--- config.mk ---
export PLATFORM = sky130hd
export DESIGN_NAME = bch3d_128_dec_arb_flat
export DESIGN_NICKNAME = d
export VERILOG_FILES = /design/src/rtl/bch3d_128_dec_arb_if.sv /design/src/rtl/bch3d_128_dec_arb.sv /design/src/flat_wrapper.sv
export SDC_FILE = /design/constraint.sdc
export NUM_CORES = 1
export LEC_CHECK = 0
export ABC_AREA = 1
export BUFFER_PORTS_ARGS = -buffer_cell sky130_fd_sc_hd__buf_4
export CORE_AREA = 2 2 342 344
export DETAILED_ROUTE_END_ITERATION = 10
export DIE_AREA = 0 0 344 346
export GPL_TIMING_DRIVEN = 0
export PLACE_DENSITY = 0.46
export SLEW_MARGIN = 20
export SYNTH_ARGS = -nofsm -noshare
export SYNTH_HDL_FRONTEND = slang
export SYNTH_SLANG_ARGS = --single-unit
--- constraint.sdc ---
create_clock -name clk -period 1.5 [get_ports clk]
set_clock_uncertainty 0.05 [all_clocks]
set_input_delay 0.075 -clock clk [delete_from_list [all_inputs] [get_ports clk]]
set_output_delay 0.075 -clock clk [all_outputs]
set_load 0.01 [all_outputs]
--- src/rtl/bch3d_128_dec_arb_if.sv ---
// Bus bundle between the BCH decoder arbiter and its neighbours: host read
// path, scrub engine, decoder instance and the statistics/status signals.
//   slave  : arbiter side (takes requests and decoder results, drives grants,
//            responses, decoder issue, counters and proto_err)
//   master : environment side (the opposite directions)
// CNT_W sets the width of corr_cnt/fatal_cnt and must match the arbiter.
interface bch3d_128_dec_arb_if #(
    parameter int unsigned CNT_W = 16
);
    // host requester
    logic         h_req;
    logic [144:0] h_code;
    logic         h_gnt;
    logic         h_rsp_valid;
    logic [127:0] h_rsp_data;
    logic [1:0]   h_rsp_err;
    // scrub requester
    logic         s_req;
    logic [144:0] s_code;
    logic         s_gnt;
    logic         s_rsp_valid;
    logic [127:0] s_rsp_data;
    logic [1:0]   s_rsp_err;
    // decoder
    logic         dec_en;
    logic [144:0] dec_code;
    logic [127:0] dec_data;
    logic         dec_valid;
    logic         dec_err_corr;
    logic         dec_err_detec;
    logic         dec_err_fatal;
    // statistics / status
    logic [CNT_W-1:0] corr_cnt;
    logic [CNT_W-1:0] fatal_cnt;
    logic             cnt_clr;
    logic             proto_err;

    modport slave (
        input  h_req, h_code, s_req, s_code,
        input  dec_data, dec_valid, dec_err_corr, dec_err_detec, dec_err_fatal,
        input  cnt_clr,
        output h_gnt, h_rsp_valid, h_rsp_data, h_rsp_err,
        output s_gnt, s_rsp_valid, s_rsp_data, s_rsp_err,
        output dec_en, dec_code, corr_cnt, fatal_cnt, proto_err
    );

    modport master (
        output h_req, h_code, s_req, s_code,
        output dec_data, dec_valid, dec_err_corr, dec_err_detec, dec_err_fatal,
        output cnt_clr,
        input  h_gnt, h_rsp_valid, h_rsp_data, h_rsp_err,
        input  s_gnt, s_rsp_valid, s_rsp_data, s_rsp_err,
        input  dec_en, dec_code, corr_cnt, fatal_cnt, proto_err
    );
endinterface

--- src/rtl/bch3d_128_dec_arb.sv ---
// Shares one BCH 128/145 decoder between the host read path and the scrubber.
// Arbitrates one codeword per cycle (host priority, scrubber anti-starvation),
// tracks the owner of each in-flight word across DEC_LAT cycles, routes the
// decoded data and error class back to the owner and keeps error statistics.
// Ports:
//   clk    rising-edge clock
//   reset  synchronous active-high reset
//   bus    bch3d_128_dec_arb_if.slave (requests, grants, responses, decoder
//          issue/return, counters, cnt_clr, proto_err)
// Build option: define BCH_ARB_ERR_CNT_EN to build corr_cnt/fatal_cnt; when
// undefined the counters read 0 and cnt_clr is ignored.
module bch3d_128_dec_arb #(
    parameter int unsigned DEC_LAT    = 1,
    parameter int unsigned STARVE_LIM = 8,
    parameter int unsigned CNT_W      = 16
) (
    input  logic                   clk,
    input  logic                   reset,
    bch3d_128_dec_arb_if.slave     bus
);
    localparam int unsigned WAIT_W = 8;
    localparam int unsigned MASK_W = $clog2(DEC_LAT + 2);

    logic [WAIT_W-1:0]  r_wait_cnt;
    logic               w_s_prio;
    logic               w_h_gnt;
    logic               w_s_gnt;
    logic               r_dec_en;
    logic               r_dec_tag;
    logic [144:0]       r_dec_code;
    logic [DEC_LAT-1:0] r_pipe_v;
    logic [DEC_LAT-1:0] r_pipe_tag;
    logic               w_tail_v;
    logic               w_tail_tag;
    logic               w_fire;
    logic [1:0]         w_err;
    logic [MASK_W-1:0]  r_mask_cnt;
    logic               r_proto_err;
    logic               r_h_rsp_valid;
    logic [127:0]       r_h_rsp_data;
    logic [1:0]         r_h_rsp_err;
    logic               r_s_rsp_valid;
    logic [127:0]       r_s_rsp_data;
    logic [1:0]         r_s_rsp_err;

    // Grants depend only on requests and r_wait_cnt.
    assign w_s_prio = (r_wait_cnt == WAIT_W'(STARVE_LIM));
    assign w_h_gnt  = bus.h_req && !(w_s_prio && bus.s_req);
    assign w_s_gnt  = bus.s_req && (!bus.h_req || w_s_prio);

    // Scrubber starvation counter; never passes STARVE_LIM since reaching it forces a grant.
    always_ff @(posedge clk) begin
        if (reset) begin
            r_wait_cnt <= '0;
        end else if (!bus.s_req || w_s_gnt) begin
            r_wait_cnt <= '0;
        end else begin
            r_wait_cnt <= r_wait_cnt + WAIT_W'(1);
        end
    end

    // Decoder issue register; owner tag travels alongside dec_en.
    always_ff @(posedge clk) begin
        if (reset) begin
            r_dec_en   <= 1'b0;
            r_dec_tag  <= 1'b0;
            r_dec_code <= '0;
        end else begin
            r_dec_en <= w_h_gnt || w_s_gnt;
            if (w_s_gnt) begin
                r_dec_code <= bus.s_code;
                r_dec_tag  <= 1'b1;
            end else if (w_h_gnt) begin
                r_dec_code <= bus.h_code;
                r_dec_tag  <= 1'b0;
            end
        end
    end

    // Owner pipeline fed from the issue stage so its tail lines up with dec_valid.
    always_ff @(posedge clk) begin
        if (reset) begin
            r_pipe_v   <= '0;
            r_pipe_tag <= '0;
        end else begin
            r_pipe_v[0]   <= r_dec_en;
            r_pipe_tag[0] <= r_dec_tag;
            for (int i = 1; i < int'(DEC_LAT); i++) begin
                r_pipe_v[i]   <= r_pipe_v[i-1];
                r_pipe_tag[i] <= r_pipe_tag[i-1];
            end
        end
    end

    assign w_tail_v   = r_pipe_v[DEC_LAT-1];
    assign w_tail_tag = r_pipe_tag[DEC_LAT-1];
    assign w_fire     = bus.dec_valid && w_tail_v;

    // Error class, most severe first.
    always_comb begin
        w_err = 2'b00;
        if (bus.dec_err_fatal) begin
            w_err = 2'b11;
        end else if (bus.dec_err_detec && !bus.dec_err_corr) begin
            w_err = 2'b10;
        end else if (bus.dec_err_corr) begin
            w_err = 2'b01;
        end
    end

    // Protocol check; masked while the decoder may still flush pre-reset words.
    always_ff @(posedge clk) begin
        if (reset) begin
            r_mask_cnt  <= MASK_W'(DEC_LAT + 1);
            r_proto_err <= 1'b0;
        end else begin
            if (r_mask_cnt != '0) begin
                r_mask_cnt <= r_mask_cnt - MASK_W'(1);
            end
            if ((bus.dec_valid != w_tail_v) && (r_mask_cnt == '0)) begin
                r_proto_err <= 1'b1;
            end
        end
    end

    // Response routing to the tagged owner.
    always_ff @(posedge clk) begin
        if (reset) begin
            r_h_rsp_valid <= 1'b0;
            r_h_rsp_data  <= '0;
            r_h_rsp_err   <= 2'b00;
            r_s_rsp_valid <= 1'b0;
            r_s_rsp_data  <= '0;
            r_s_rsp_err   <= 2'b00;
        end else begin
            r_h_rsp_valid <= w_fire && !w_tail_tag;
            r_s_rsp_valid <= w_fire && w_tail_tag;
            if (w_fire && !w_tail_tag) begin
                r_h_rsp_data <= bus.dec_data;
                r_h_rsp_err  <= w_err;
            end
            if (w_fire && w_tail_tag) begin
                r_s_rsp_data <= bus.dec_data;
                r_s_rsp_err  <= w_err;
            end
        end
    end

`ifdef BCH_ARB_ERR_CNT_EN
    logic [CNT_W-1:0] r_corr_cnt;
    logic [CNT_W-1:0] r_fatal_cnt;

    // Saturating statistics; clear beats a same-cycle increment.
    always_ff @(posedge clk) begin
        if (reset || bus.cnt_clr) begin
            r_corr_cnt  <= '0;
            r_fatal_cnt <= '0;
        end else if (w_fire) begin
            if ((w_err == 2'b01) && (r_corr_cnt != '1)) begin
                r_corr_cnt <= r_corr_cnt + CNT_W'(1);
            end
            if (w_err[1] && (r_fatal_cnt != '1)) begin
                r_fatal_cnt <= r_fatal_cnt + CNT_W'(1);
            end
        end
    end

    assign bus.corr_cnt  = r_corr_cnt;
    assign bus.fatal_cnt = r_fatal_cnt;
`else
    logic w_unused_ok;
    assign w_unused_ok   = bus.cnt_clr;
    assign bus.corr_cnt  = '0;
    assign bus.fatal_cnt = '0;
`endif

    assign bus.h_gnt       = w_h_gnt;
    assign bus.s_gnt       = w_s_gnt;
    assign bus.dec_en      = r_dec_en;
    assign bus.dec_code    = r_dec_code;
    assign bus.h_rsp_valid = r_h_rsp_valid;
    assign bus.h_rsp_data  = r_h_rsp_data;
    assign bus.h_rsp_err   = r_h_rsp_err;
    assign bus.s_rsp_valid = r_s_rsp_valid;
    assign bus.s_rsp_data  = r_s_rsp_data;
    assign bus.s_rsp_err   = r_s_rsp_err;
    assign bus.proto_err   = r_proto_err;
endmodule

--- src/flat_wrapper.sv ---
// flat-port wrapper written by rule: the top's interface ports become plain ports
module bch3d_128_dec_arb_flat 
#(
    parameter int unsigned DEC_LAT    = 1,
    parameter int unsigned STARVE_LIM = 8,
    parameter int unsigned CNT_W      = 16
)
  (clk, reset, bus_h_req, bus_h_code, bus_s_req, bus_s_code, bus_dec_data, bus_dec_valid, bus_dec_err_corr, bus_dec_err_detec, bus_dec_err_fatal, bus_cnt_clr, bus_h_gnt, bus_h_rsp_valid, bus_h_rsp_data, bus_h_rsp_err, bus_s_gnt, bus_s_rsp_valid, bus_s_rsp_data, bus_s_rsp_err, bus_dec_en, bus_dec_code, bus_corr_cnt, bus_fatal_cnt, bus_proto_err);
  bch3d_128_dec_arb_if #(.CNT_W(CNT_W)) bus_i ();
  input  logic clk;
  input  logic reset;
  input wire logic [$bits(bus_i.h_req)-1:0] bus_h_req;
  input wire logic [$bits(bus_i.h_code)-1:0] bus_h_code;
  input wire logic [$bits(bus_i.s_req)-1:0] bus_s_req;
  input wire logic [$bits(bus_i.s_code)-1:0] bus_s_code;
  input wire logic [$bits(bus_i.dec_data)-1:0] bus_dec_data;
  input wire logic [$bits(bus_i.dec_valid)-1:0] bus_dec_valid;
  input wire logic [$bits(bus_i.dec_err_corr)-1:0] bus_dec_err_corr;
  input wire logic [$bits(bus_i.dec_err_detec)-1:0] bus_dec_err_detec;
  input wire logic [$bits(bus_i.dec_err_fatal)-1:0] bus_dec_err_fatal;
  input wire logic [$bits(bus_i.cnt_clr)-1:0] bus_cnt_clr;
  output wire logic [$bits(bus_i.h_gnt)-1:0] bus_h_gnt;
  output wire logic [$bits(bus_i.h_rsp_valid)-1:0] bus_h_rsp_valid;
  output wire logic [$bits(bus_i.h_rsp_data)-1:0] bus_h_rsp_data;
  output wire logic [$bits(bus_i.h_rsp_err)-1:0] bus_h_rsp_err;
  output wire logic [$bits(bus_i.s_gnt)-1:0] bus_s_gnt;
  output wire logic [$bits(bus_i.s_rsp_valid)-1:0] bus_s_rsp_valid;
  output wire logic [$bits(bus_i.s_rsp_data)-1:0] bus_s_rsp_data;
  output wire logic [$bits(bus_i.s_rsp_err)-1:0] bus_s_rsp_err;
  output wire logic [$bits(bus_i.dec_en)-1:0] bus_dec_en;
  output wire logic [$bits(bus_i.dec_code)-1:0] bus_dec_code;
  output wire logic [$bits(bus_i.corr_cnt)-1:0] bus_corr_cnt;
  output wire logic [$bits(bus_i.fatal_cnt)-1:0] bus_fatal_cnt;
  output wire logic [$bits(bus_i.proto_err)-1:0] bus_proto_err;
  assign bus_i.h_req = bus_h_req;
  assign bus_i.h_code = bus_h_code;
  assign bus_i.s_req = bus_s_req;
  assign bus_i.s_code = bus_s_code;
  assign bus_i.dec_data = bus_dec_data;
  assign bus_i.dec_valid = bus_dec_valid;
  assign bus_i.dec_err_corr = bus_dec_err_corr;
  assign bus_i.dec_err_detec = bus_dec_err_detec;
  assign bus_i.dec_err_fatal = bus_dec_err_fatal;
  assign bus_i.cnt_clr = bus_cnt_clr;
  assign bus_h_gnt = bus_i.h_gnt;
  assign bus_h_rsp_valid = bus_i.h_rsp_valid;
  assign bus_h_rsp_data = bus_i.h_rsp_data;
  assign bus_h_rsp_err = bus_i.h_rsp_err;
  assign bus_s_gnt = bus_i.s_gnt;
  assign bus_s_rsp_valid = bus_i.s_rsp_valid;
  assign bus_s_rsp_data = bus_i.s_rsp_data;
  assign bus_s_rsp_err = bus_i.s_rsp_err;
  assign bus_dec_en = bus_i.dec_en;
  assign bus_dec_code = bus_i.dec_code;
  assign bus_corr_cnt = bus_i.corr_cnt;
  assign bus_fatal_cnt = bus_i.fatal_cnt;
  assign bus_proto_err = bus_i.proto_err;
  bch3d_128_dec_arb #(.DEC_LAT(DEC_LAT), .STARVE_LIM(STARVE_LIM), .CNT_W(CNT_W)) u_core (.clk(clk), .reset(reset), .bus(bus_i));
endmodule
# ---- Word-level counts from Yosys, hierarchy flattened
# Index checks and enable logic that the tools add are counted.
dict set report word_totals {
  register_bits 422
  out_inout_bits 443
  elab_cells 45
}
dict set report classes {
  add_sub_neg 2
  eq_ne 2
  muxes 7
  reduce_logical 20
}
# operator n
set ops {}
lappend ops {{$mux W145} 2}
lappend ops {{$add A8 B1 Y8 const B} 1}
lappend ops {{$eq A8 B4 Y1 const B} 1}
lappend ops {{$logic_and A1 B1 Y1} 8}
lappend ops {{$logic_not A1 Y1} 5}
lappend ops {{$mux W2} 2}
lappend ops {{$reduce_bool A2 Y1} 2}
lappend ops {{$logic_or A1 B1 Y1} 3}
lappend ops {{$mux W1} 3}
lappend ops {{$logic_not A2 Y1} 1}
lappend ops {{$reduce_or A2 Y1} 1}
lappend ops {{$sub A2 B1 Y2 const B} 1}
lappend ops {{$ne A1 B1 Y1} 1}

# ---- Logic depth before layout (Yosys ltp)
# Gate-level depths: netlist of the first run.
dict set report logic_depth {
  word_depth 6
  depth_mapped 10
  depth_no_buf 8
}

# ---- Worst setup path before layout of the first run
# OpenSTA, ideal clock, no wires.
dict set report synth_timing {
  path_type {register to register}
  startpoint {reg u_core.r_wait_cnt[0]}
  endpoint {reg u_core.r_dec_code[121] (netlist: u_core.bus.dec_code[121])}
  setup_ps 114
  arrival_time_ps 1309
  required_time_ps 1336
  slack_ps 27
  stages_incl_launch_ff 10
  period_less_slack_ps 1473
  path_cell_list {dfxtp_1 > inv_1 > ha_1 > nand3_1 > o21ai_2 > buf_2 > buf_2 > nand3_1 > nand3_1 > nand2_1}
}
dict set report synth_via {
  elab_chain_cells 5
  word_cells_on_any_way 8
  classes_between {eq/ne: 1; mux: 1; reduce/logical: 6}
}
# item line
set synth_rtl {}
lappend synth_rtl {{start, declared} bch3d_128_dec_arb.sv:24} ;# logic [WAIT_W-1:0] r_wait_cnt;
lappend synth_rtl {{start signal, assigned} bch3d_128_dec_arb.sv:58} ;# r_wait_cnt <= r_wait_cnt + WAIT_W'(1);
lappend synth_rtl {{$eq A8 B4 Y1 *} bch3d_128_dec_arb.sv:47} ;# assign w_s_prio = (r_wait_cnt == WAIT_W'(STARVE_LIM));
lappend synth_rtl {{$logic_and A1 B1 Y1} bch3d_128_dec_arb.sv:48} ;# assign w_h_gnt = bus.h_req && !(w_s_prio && bus.s_req);
lappend synth_rtl {{$logic_not A1 Y1} bch3d_128_dec_arb.sv:48}
lappend synth_rtl {{$logic_and A1 B1 Y1} bch3d_128_dec_arb.sv:48}
lappend synth_rtl {{$reduce_bool A2 Y1 (no line)} n/a}
lappend synth_rtl {{end signal, assigned} bch3d_128_dec_arb.sv:71} ;# r_dec_code <= bus.s_code;
lappend synth_rtl {{end signal, assigned} bch3d_128_dec_arb.sv:74} ;# r_dec_code <= bus.h_code;
lappend synth_rtl {{end, declared} bch3d_128_dec_arb.sv:30} ;# logic [144:0] r_dec_code;
# Mark *: on every way between the ends. The rest lies on a longest branch, timed or not.
# A chain may end at the register's enable or synchronous reset.

# ---- Worst setup path in the final report of the first run
dict set report layout_timing {
  startpoint {reg u_core.r_wait_cnt[1]}
  endpoint {out bus_s_gnt}
}
dict set report layout_via {
  elab_chain_cells 3
}
# item line
set layout_rtl {}
lappend layout_rtl {{$eq A8 B4 Y1} bch3d_128_dec_arb.sv:47}
lappend layout_rtl {{$logic_or A1 B1 Y1} bch3d_128_dec_arb.sv:49} ;# assign w_s_gnt = bus.s_req && (!bus.h_req || w_s_prio);
lappend layout_rtl {{$logic_and A1 B1 Y1} bch3d_128_dec_arb.sv:49}
lappend layout_rtl {{end, declared} flat_wrapper.sv:26} ;# output wire logic [$bits(bus_i.s_gnt)-1:0] bus_s_gnt;
# Every way passes these cells.

==> insert_results.sql, run 1 <==
INSERT INTO impl_metrics (metric_group, metric, value, unit) VALUES
('outcome', 'outcome', 'finished with violations', ''),
('outcome', 'failed_checks', 'negative setup slack', ''),
('clocking', 'clock_tree_from_tritoncts', 'built', ''),
('clocking', 'max-clock-path-buffers', '3', ''),
('synthesis', 'synth.distinct_cells', '22', ''),
('global_routing', 'first_global_vias', '20700', ''),
('worst_setup_path', 'setup.worst_path.end', 'bus_s_gnt', ''),
('worst_setup_path', 'setup.reg_to_reg.worst_slack', '-0.57', 'ns'),
('drt', 'route.detailed.wl_per_inst', '18.4', 'µm'),
('worst_setup_path', 'worst_reg2reg_path_length_in_cells', '13', ''),
('synthesis', 'ys.warnings.count', '0', ''),
('worst_setup_path', 'worstSetupPathDepth', '9', ''),
('worst_setup_path', 'reg2reg_end', 'u_core.bus.dec_code[65]$_SDFFE_PP0P_', ''),
('global_routing', 'gr-usage-all-layers', '15.9', '%'),
('floorplan', 'i_o_pin_cnt', '870', ''),
('placement', 'place.detailed.hpwl', '77800', 'µm'),
('worst_hold_path', 'holdCritPathClass', 'primary input to flop', ''),
('clocking', 'cts.htree.levels', '2', ''),
('drt', 'firstDrtPassIters', '5', ''),
('worst_setup_path', 'cpPeakStageDelay', '0.32', 'ns'),
('final_layout', 'drive_gt1_share', '31.7', '%'),
('global_routing', 'antenna_found_initial', '20', ''),
('synthesis', 'synth_area', '17200', 'µm²'),
('drt', 'drt_drc_violations_left', '0', ''),
('drt', 'detailroute.via_count', '20900', ''),
('final_layout', 'area_growth', '96.7', '%'),
('worst_setup_path', 'cp_cell_sequence', 'inv_2 -> ha_4 -> nand3_4 -> o21ai_4 -> nand2_4 -> buf_12 -> buf_12 -> clkinv_4 -> buf_6', ''),
('clocking', 'path_clk_slew', '0.06', 'ns'),
('floorplan', 'die_wd', '344', 'µm'),
('synthesis', 'synth-seq-area-share', '49.1', '%'),
('worst_hold_path', 'worstHoldStart', 'bus_h_req', ''),
('sta', 'rsz0062_at_grt', 'yes', ''),
('synthesis', 'ys_seq_elements', '422', ''),
('final_layout', 'nFillCells', '12400', ''),
('worst_setup_path', 'worst-endpoint-arrival', '2.00', 'ns'),
('pwr', 'pwr_density_cell', '941', 'nW/µm²'),
('sta', 'maxSlewHeadroom', '34.8', '%'),
('clocking', 'clk_latency', '0.63', 'ns'),
('worst_setup_path', 'critPathTopFamily', 'buffers and inverters', ''),
('worst_setup_path', 'setup.worst_path.start_class', 'flop', ''),
('sta', 'tightest_pin_transition', '0.978', 'ns'),
('final_layout', 'layout.nets', '4289', ''),
('worst_setup_path', 'cpMaxStageDelayCell', 'dfxtp_2', ''),
('drt', 'routed_wl', '100000', 'µm'),
('clocking', 'cts.sinks', '422', ''),
('clocking', 'cts_made_buffers', '54', ''),
('sta', 'setup_viol', '308', ''),
('worst_setup_path', 'cp.buffers_inverters', '5', ''),
('floorplan', 'fp-row-count', '125', ''),
('worst_setup_path', 'worst_ep_required_time', '1.37', 'ns'),
('pwr', 'vdd.ir_drop.worst', '0.792', 'mV'),
('placement', 'place.port_buffers', '834', ''),
('final_layout', 'post-route-util', '29.3', '%'),
('sta', 'drv_slew', '0', ''),
('clocking', 'cts_root_buf', 'clkbuf_16', ''),
('drt', 'postRouteAntennaNets', '0', ''),
('sta', 'post-route-worst-setup-slack', '-0.624', 'ns'),
('synthesis', 'netlist_instances', '2481', ''),
('worst_setup_path', 'worstSetupEndpointType', 'output pin', ''),
('worst_setup_path', 'crit_path_max_fanout', '3', ''),
('worst_setup_path', 'crit_path_start', 'u_core.r_wait_cnt[1]$_SDFF_PP0_', ''),
('floorplan', 'die_h', '346', 'µm'),
('worst_setup_path', 'critical_path_class', 'flop to output pin', ''),
('floorplan', 'core_region_area', '115000', 'µm²'),
('run', 'drv.max_cap_violation_count', '0', ''),
('pwr', 'power.static_leakage', '16.6', 'nW'),
('sta', 'setup_total_negative_slack', '-79.55', 'ns'),
('floorplan', 'initial_core_util', '14.9', '%'),
('sta', 'report.final.hold_viol_count', '0', ''),
('sta', 'fmax', '471', 'MHz'),
('sta', 'min_period_over_period', '142', '%'),
('synthesis', 'postSynthAreaPerCell', '6.93', 'µm²'),
('worst_setup_path', 'critical_path.most_common_cell', 'buf_12', ''),
('floorplan', 'die_area', '119000', 'µm²'),
('sta', 'period_needed', '2.12', 'ns'),
('worst_setup_path', 'crit-reg2reg-launch', 'u_core.r_wait_cnt[1]$_SDFF_PP0_', ''),
('placement', 'routabilityCongestion', '0.883', ''),
('drt', '1st_iter_drt_viols', '943', ''),
('global_routing', 'global_route.overflow_total', '0', ''),
('global_routing', 'grt_first_pass_wirelength', '139000', 'µm'),
('global_routing', 'largest_net_degree_at_the_start_of_global_routing', '16', ''),
('drt', 'vias_per_cell', '3.85', '');
-- worst reg2reg max path: cells and delay by family, from the launching register on --
kind	cells	cell delay, ns
flops	1	0.32
simple gates	4	0.33
fa+ha+maj	1	0.14
buf+inv	7	0.90
compound gates	1	0.25
-- state kept, by name (all words and copies together) (netlist names) --
signal / cells
u_core.bus.dec_code: 145
u_core.bus.h_rsp_data: 128
u_core.bus.s_rsp_data: 128
u_core.r_wait_cnt: 8
u_core.bus.h_rsp_err: 2
u_core.bus.s_rsp_err: 2
u_core.r_mask_cnt: 2
u_core.bus.dec_en: 1
u_core.bus.h_rsp_valid: 1
u_core.bus.proto_err: 1
u_core.bus.s_rsp_valid: 1
u_core.r_dec_tag: 1
u_core.r_pipe_tag: 1
u_core.r_pipe_v: 1
-- stage by stage --
step                cells  power, mW  hold slack [ns]  cell area, µm²  setup slack, ns
detailed placement   4871       16.5            0.263           25500            -1.21
floorplan            2512       13.9            0.160           17300           0.0269
global route         5433       33.2           0.0815           33800           -0.761
CTS                  5415       32.0           0.0323           32800           -0.690
global placement     4870       16.5            0.259           25500            -1.25
finish               5437       31.8           0.0753           33800           -0.624
-- timing repair --
| action | in CTS | in global routing |
|---|---|---|
| pin swaps | 7 | 49 |
| hold buffers | 424 | 0 |
| gates cloned | 1 | 6 |
| hold endpoints to repair | 412 | 0 |
| buffers inserted | 19 | 6 |
| resized for setup | 243 | 166 |
| endpoints found under the setup margin | 418 | 411 |
-- per-layer routing --
metal  global-route usage [%]  routed length (µm)  vias to the layer above
li1                         -                   -                    10400
met1                     18.3               40300                     9607
met2                     28.0               49000                      796
met3                     4.94                7960                      121
met4                     5.03                2860                        8
met5                        0                  57                        -
-- cells by family (layout without fill, tap and decap cells) --
logic type,after synthesis,after routing,synth area share (%)
buffers and inverters,504,1895,12.3
AND/OR/NAND/NOR,1273,1273,30.0
AO/OA/AOI/OAI,271,271,7.91
XOR/XNOR,6,6,0.306
other,1,42,0.0218
flip-flops,422,422,49.1
adder cells (fa/ha/maj),4,4,0.291
-- placed cells by master, fill, tap and decap left out, types with 5 or more instances in the layout --
| cell type | netlist | layout |
|---|---|---|
| clkbuf_2 | 0 | 5 |
| dfxtp_1 | 422 | 417 |
| diode_2 | 0 | 10 |
| dlygate4sd3_1 | 0 | 424 |
| buf_8 | 0 | 8 |
| inv_1 | 304 | 299 |
| clkbuf_16 | 0 | 71 |
| dfxtp_2 | 0 | 5 |
| nand3_2 | 0 | 87 |
| o21ai_0 | 263 | 244 |
| buf_1 | 9 | 9 |
| o21ai_1 | 1 | 17 |
| buf_2 | 50 | 31 |
| nand2_1 | 439 | 437 |
| bufinv_16 | 0 | 5 |
| conb_1 | 1 | 32 |
| nand3_1 | 294 | 166 |
| buf_6 | 4 | 13 |
| clkinv_2 | 0 | 10 |
| buf_12 | 0 | 17 |
| nor2_1 | 536 | 531 |
| clkbuf_1 | 99 | 71 |
| clkbuf_8 | 0 | 28 |
| nand3_4 | 0 | 41 |
| a21oi_1 | 6 | 6 |
| buf_4 | 37 | 884 |
-- synthesized netlist by cell type --
library cell	count	area, µm²
nor2_1	536	2010
buf_1	9	33.8
o21ai_1	1	5.00
nand2_1	439	1650
o21ai_2	1	8.76
clkinv_1	1	3.75
o21ai_0	263	1320
buf_6	4	45.0
ha_1	4	50.1
a21oi_1	6	30.0
inv_1	304	1140
conb_1	1	3.75
xor2_1	4	35.0
clkbuf_1	99	372
dfxtp_1	422	8450
buf_4	37	278
nand3b_1	2	15.0
or2_2	1	6.26
buf_2	50	250
nand3_1	294	1470
nor3_1	1	5.00
xnor2_1	2	17.5
-- power breakdown --
group / internal, mW / leakage [nW] / switching, mW
combinational: 2.91 / 12.2 / 2.75
sequential: 11.7 / 3.46 / 0.301
clock: 8.37 / 0.946 / 5.74
-- layout make-up --
| class | count | area (µm²) | share of cell area (%) |
|---|---|---|---|
| repair buffers | 1291 | 11000 | 32.5 |
| flip-flops and latches | 422 | 8450 | 25.0 |
| multi-input cells | 1586 | 7780 | 23.0 |
| well taps | 1524 | 1910 | 5.64 |
| clock buffers | 77 | 1610 | 4.75 |
| plain buffers | 198 | 1600 | 4.73 |
| inverters | 305 | 1150 | 3.40 |
| clock inverters | 24 | 314 | 0.929 |
| diodes | 10 | 25.0 | 0.0740 |
-- worst min-delay path by stage --
| stage | depth (start not counted) | to | slack (ns) |
|---|---|---|---|
| floorplan | 2 | u_core.bus.h_rsp_data[0]$_SDFFE_PP0P_ | 0.16 |
| global placement | 3 | u_core.bus.h_rsp_data[127]$_SDFFE_PP0P_ | 0.26 |
| detailed placement | 3 | u_core.bus.h_rsp_data[127]$_SDFFE_PP0P_ | 0.26 |
| CTS | 6 | u_core.r_dec_tag$_SDFFE_PP0P_ | 0.03 |
| global route | 6 | u_core.r_dec_tag$_SDFFE_PP0P_ | 0.08 |
| finish | 6 | u_core.r_dec_tag$_SDFFE_PP0P_ | 0.08 |
(Power assumes the default switching activity.)
==> run 2, diff against run 1 <==
ABC_AREA = 0   (was 1)
CORE_AREA = 2 2 340 342   (was 2 2 342 344)
DIE_AREA = 0 0 342 344   (was 0 0 344 346)
PLACE_DENSITY = 0.5   (was 0.46)
==> run 2 against run 1 <==
Register-to-register slack improved by 0.14 ns. Critical path depth decreased by 1. The flow still finishes with violations (negative setup slack). Routed wire length increased by 34%. Final cell count decreased by 0.88%. Fmax increased by 0.66%. Sequential cell count unchanged.
==> insert_results.sql, run 2 <==
INSERT INTO impl_metrics (metric_group, metric, value, unit) VALUES
('sta', 'fmax', '474', 'MHz'),
('synthesis', 'post-synth-top-area-cell', 'dfxtp_1', ''),
('clocking', 'cts.htree.levels', '2', ''),
('clocking', 'clk_latency', '0.64', 'ns'),
('worst_setup_path', 'setup.worst_path.end', 'bus_s_gnt', ''),
('outcome', 'outcome', 'finished with violations', ''),
('clocking', 'cts_root_buf', 'clkbuf_16', ''),
('synthesis', 'postSynthAreaPerCell', '8.53', 'µm²'),
('drt', 'firstDrtPassIters', '6', ''),
('clocking', 'max-clock-path-buffers', '3', ''),
('worst_setup_path', 'cp_cell_sequence', 'inv_2 -> ha_4 -> nor4b_4 -> and2_4 -> buf_12 -> buf_12 -> o21a_1 -> buf_4', ''),
('sta', 'period_needed', '2.11', 'ns'),
('final_layout', 'area_growth', '85.9', '%'),
('sta', 'min_period_over_period', '141', '%'),
('floorplan', 'fp-row-count', '124', ''),
('clocking', 'path_clk_slew', '0.06', 'ns'),
('sta', 'tightest_pin_transition', '1.09', 'ns'),
('final_layout', 'layout.cells.most_common_list', '911 x buf_4, 465 x nand2_1, 424 x dlygate4sd3_1', ''),
('sta', 'drv_slew', '0', ''),
('final_layout', 'final_common_cell', 'buf_4', ''),
('outcome', 'failed_checks', 'negative setup slack', ''),
('sta', 'setup_total_negative_slack', '-50.74', 'ns'),
('drt', 'vias_per_cell', '4.61', ''),
('worst_setup_path', 'critical_path_class', 'flop to output pin', ''),
('floorplan', 'die_wd', '342', 'µm'),
('clocking', 'clock_tree_from_tritoncts', 'built', ''),
('global_routing', 'grt_first_pass_wirelength', '177000', 'µm'),
('synthesis', 'asyncSetResetFlopFracSynth', '0', '%'),
('worst_setup_path', 'worstSetupEndpointType', 'output pin', ''),
('synthesis', 'synthTopCellsByCount', '514 x nand2_1, 422 x dfxtp_1, 289 x a211oi_1', ''),
('floorplan', 'die_h', '344', 'µm'),
('sta', 'setup_viol', '173', ''),
('worst_setup_path', 'crit_path_start', 'u_core.r_wait_cnt[1]$_SDFF_PP0_', ''),
('pwr', 'vdd.ir_drop.worst', '0.768', 'mV'),
('synthesis', 'ys_top_cells_by_area', 'dfxtp_1 41%, a211oi_1 11%, nand2_1 9.4%', ''),
('drt', '1st_iter_drt_viols', '1539', ''),
('synthesis', 'synth_area', '20600', 'µm²'),
('placement', 'place_inst', '4791', ''),
('sta', 'post-route-worst-setup-slack', '-0.610', 'ns'),
('sta', 'report.final.hold_viol_count', '0', ''),
('synthesis', 'netlist_instances', '2413', ''),
('run', 'drv.max_cap_violation_count', '0', ''),
('worst_setup_path', 'setup.worst_path.start_class', 'flop', ''),
('pwr', 'power.static_leakage', '16.1', 'nW'),
('placement', 'routabilityCongestion', '0.883', ''),
('drt', 'route.detailed.wl_per_inst', '24.8', 'µm'),
('drt', 'postRouteAntennaNets', '0', ''),
('worst_setup_path', 'cpPeakStageDelay', '0.34', 'ns'),
('synthesis', 'synth.distinct_cells', '36', ''),
('floorplan', 'i_o_pin_cnt', '870', ''),
('synthesis', 'ys_seq_elements', '422', ''),
('synthesis', 'synth-edff-count', '0', ''),
('clocking', 'cts.sinks', '422', ''),
('global_routing', 'gr-usage-all-layers', '20.6', '%'),
('final_layout', 'nFillCells', '11900', ''),
('worst_setup_path', 'crit-reg2reg-launch', 'u_core.r_wait_cnt[1]$_SDFF_PP0_', ''),
('placement', 'place.detailed.hpwl', '98700', 'µm'),
('floorplan', 'die_area', '118000', 'µm²'),
('final_layout', 'drive_gt1_share', '37.8', '%'),
('worst_setup_path', 'crit_path_max_fanout', '3', ''),
('synthesis', 'ys.warnings.count', '0', ''),
('worst_setup_path', 'cpMaxStageDelayCell', 'dfxtp_4', ''),
('floorplan', 'initial_core_util', '18.1', '%'),
('placement', 'place.port_buffers', '835', ''),
('floorplan', 'core_region_area', '114000', 'µm²'),
('synthesis', 'synth-seq-area-share', '41.1', '%'),
('worst_setup_path', 'worst_reg2reg_path_length_in_cells', '10', ''),
('pwr', 'pwr_density_cell', '853', 'nW/µm²'),
('clocking', 'cts_made_buffers', '55', ''),
('global_routing', 'antenna_found_initial', '36', ''),
('global_routing', 'largest_net_degree_at_the_start_of_global_routing', '16', ''),
('drt', 'detailroute.via_count', '24900', ''),
('global_routing', 'global_route.overflow_total', '0', ''),
('worst_setup_path', 'worst_ep_required_time', '1.37', 'ns'),
('worst_setup_path', 'setup.reg_to_reg.worst_slack', '-0.43', 'ns'),
('worst_setup_path', 'critical_path.most_common_cell', 'buf_12', ''),
('synthesis', 'yosys.cell_count.top_type', 'nand2_1', ''),
('final_layout', 'stdcell_count', '5389', ''),
('sta', 'rsz0062_at_grt', 'yes', ''),
('worst_setup_path', 'reg2reg_end', 'u_core.bus.dec_code[30]$_SDFFE_PP0P_', ''),
('synthesis', 'netlist.area_leader.share', '41.1', '%'),
('drt', 'drt_drc_violations_left', '0', ''),
('sta', 'maxSlewHeadroom', '27.5', '%'),
('worst_setup_path', 'worst-endpoint-arrival', '1.99', 'ns'),
('final_layout', 'layout.nets', '4247', ''),
('worst_hold_path', 'holdCritPathClass', 'primary input to flop', ''),
('synthesis', 'postSynth.topFlopCell', 'dfxtp_1', ''),
('final_layout', 'max_ffs_per_register', '145', ''),
('global_routing', 'first_global_vias', '24100', ''),
('drt', 'routed_wl', '134000', 'µm');
run 2: changes by cell type after synthesis, moves of 146 or more:
cell,previous run,this run
a211oi_1,0,289
a21oi_1,6,264
and2_1,0,147
inv_1,304,8
mux2i_1,0,146
nand3_1,294,5
nor2_1,536,14
o21ai_0,263,4
run 2: metal layers:
layer	track usage (%)	vias up	part of all wire (%)
li1	-	11500	-
met1	23.7	12100	38
met2	36.1	1062	49
met3	6.26	235	8.1
met4	7.22	22	4.2
met5	0	-	0.11
run 2: cell type report:
type                    count  area, µm²  share of cell area (%)
flip-flops and latches    422       8460                    22.1
well taps                1512       1890                    4.95
diodes                     19       47.5                   0.124
inverters                   9       33.8                  0.0883
plain buffers             278       2170                    5.68
repair buffers           1318      11600                    30.4
clock inverters            13        203                   0.530
clock buffers              86       1600                    4.19
multi-input cells        1732      12200                    31.9
run 2: critical path: cells and delay by family, from the launching register on:
family,cells,cell delay [ns]
flops,1,0.34
compound gates,1,0.16
buf+inv,4,0.42
fa+ha+maj,1,0.14
simple gates,2,0.29
run 2: logic make-up (layout without fill, tap and decap cells):
logic type / Yosys count / count (layout) / share of synthesized area [%]
flip-flops: 422 / 422 / 41.1
buffers and inverters: 290 / 1704 / 7.72
XOR/XNOR: 4 / 4 / 0.170
AND/OR/NAND/NOR: 692 / 692 / 14.8
other: 1 / 51 / 0.0182
multiplexers: 146 / 146 / 7.10
AO/OA/AOI/OAI: 854 / 854 / 28.9
adder cells (fa/ha/maj): 4 / 4 / 0.243
run 2: power breakdown:
part / total [mW] / internal (mW) / switching (mW)
clock: 13.6 / 7.86 / 5.78
combinational: 6.96 / 3.53 / 3.43
sequential: 12.0 / 11.7 / 0.368
total: 32.6 / 23.0 / 9.58
run 2: worst min path at each step:
stage                                                   endpoint  slack [ns]             start  cells after the start
after floorplan            u_core.bus.h_rsp_data[0]$_SDFFE_PP0P_        0.16   bus_dec_data[0]                      2
after detailed placement  u_core.bus.h_rsp_data[53]$_SDFFE_PP0P_        0.29  bus_dec_data[53]                      3
after CTS                 u_core.bus.h_rsp_data[14]$_SDFFE_PP0P_        0.13  bus_dec_data[14]                      4
after global placement    u_core.bus.h_rsp_data[45]$_SDFFE_PP0P_        0.29  bus_dec_data[45]                      3
final                      u_core.bus.s_rsp_data[8]$_SDFFE_PP0P_        0.20   bus_dec_data[8]                      4
after global routing      u_core.bus.h_rsp_data[48]$_SDFFE_PP0P_        0.17  bus_dec_data[48]                      4
run 2: metrics by stage:
stage	power, mW	cell area (µm²)	setup slack [ns]	utilization [%]	hold slack, ns
2_1_floorplan	14.5	20800	0.00268	-	0.161
4_1_cts	32.3	35600	-0.684	31.3	0.135
3_3_place_gp	17.4	28900	-1.21	25.4	0.287
6_report	32.6	38200	-0.610	33.6	0.200
3_5_place_dp	17.4	28900	-1.17	25.4	0.293
5_1_grt	33.8	38200	-0.754	33.6	0.170
run 2: timing repair:
item / CTS / global route
pin swaps: 26 / 193
endpoints found under the setup margin: 409 / 398
endpoints found under the hold margin: 408 / 0
resized for setup: 143 / 442
buffers inserted: 11 / 18
hold buffers: 424 / 0
gates cloned: 4 / 27
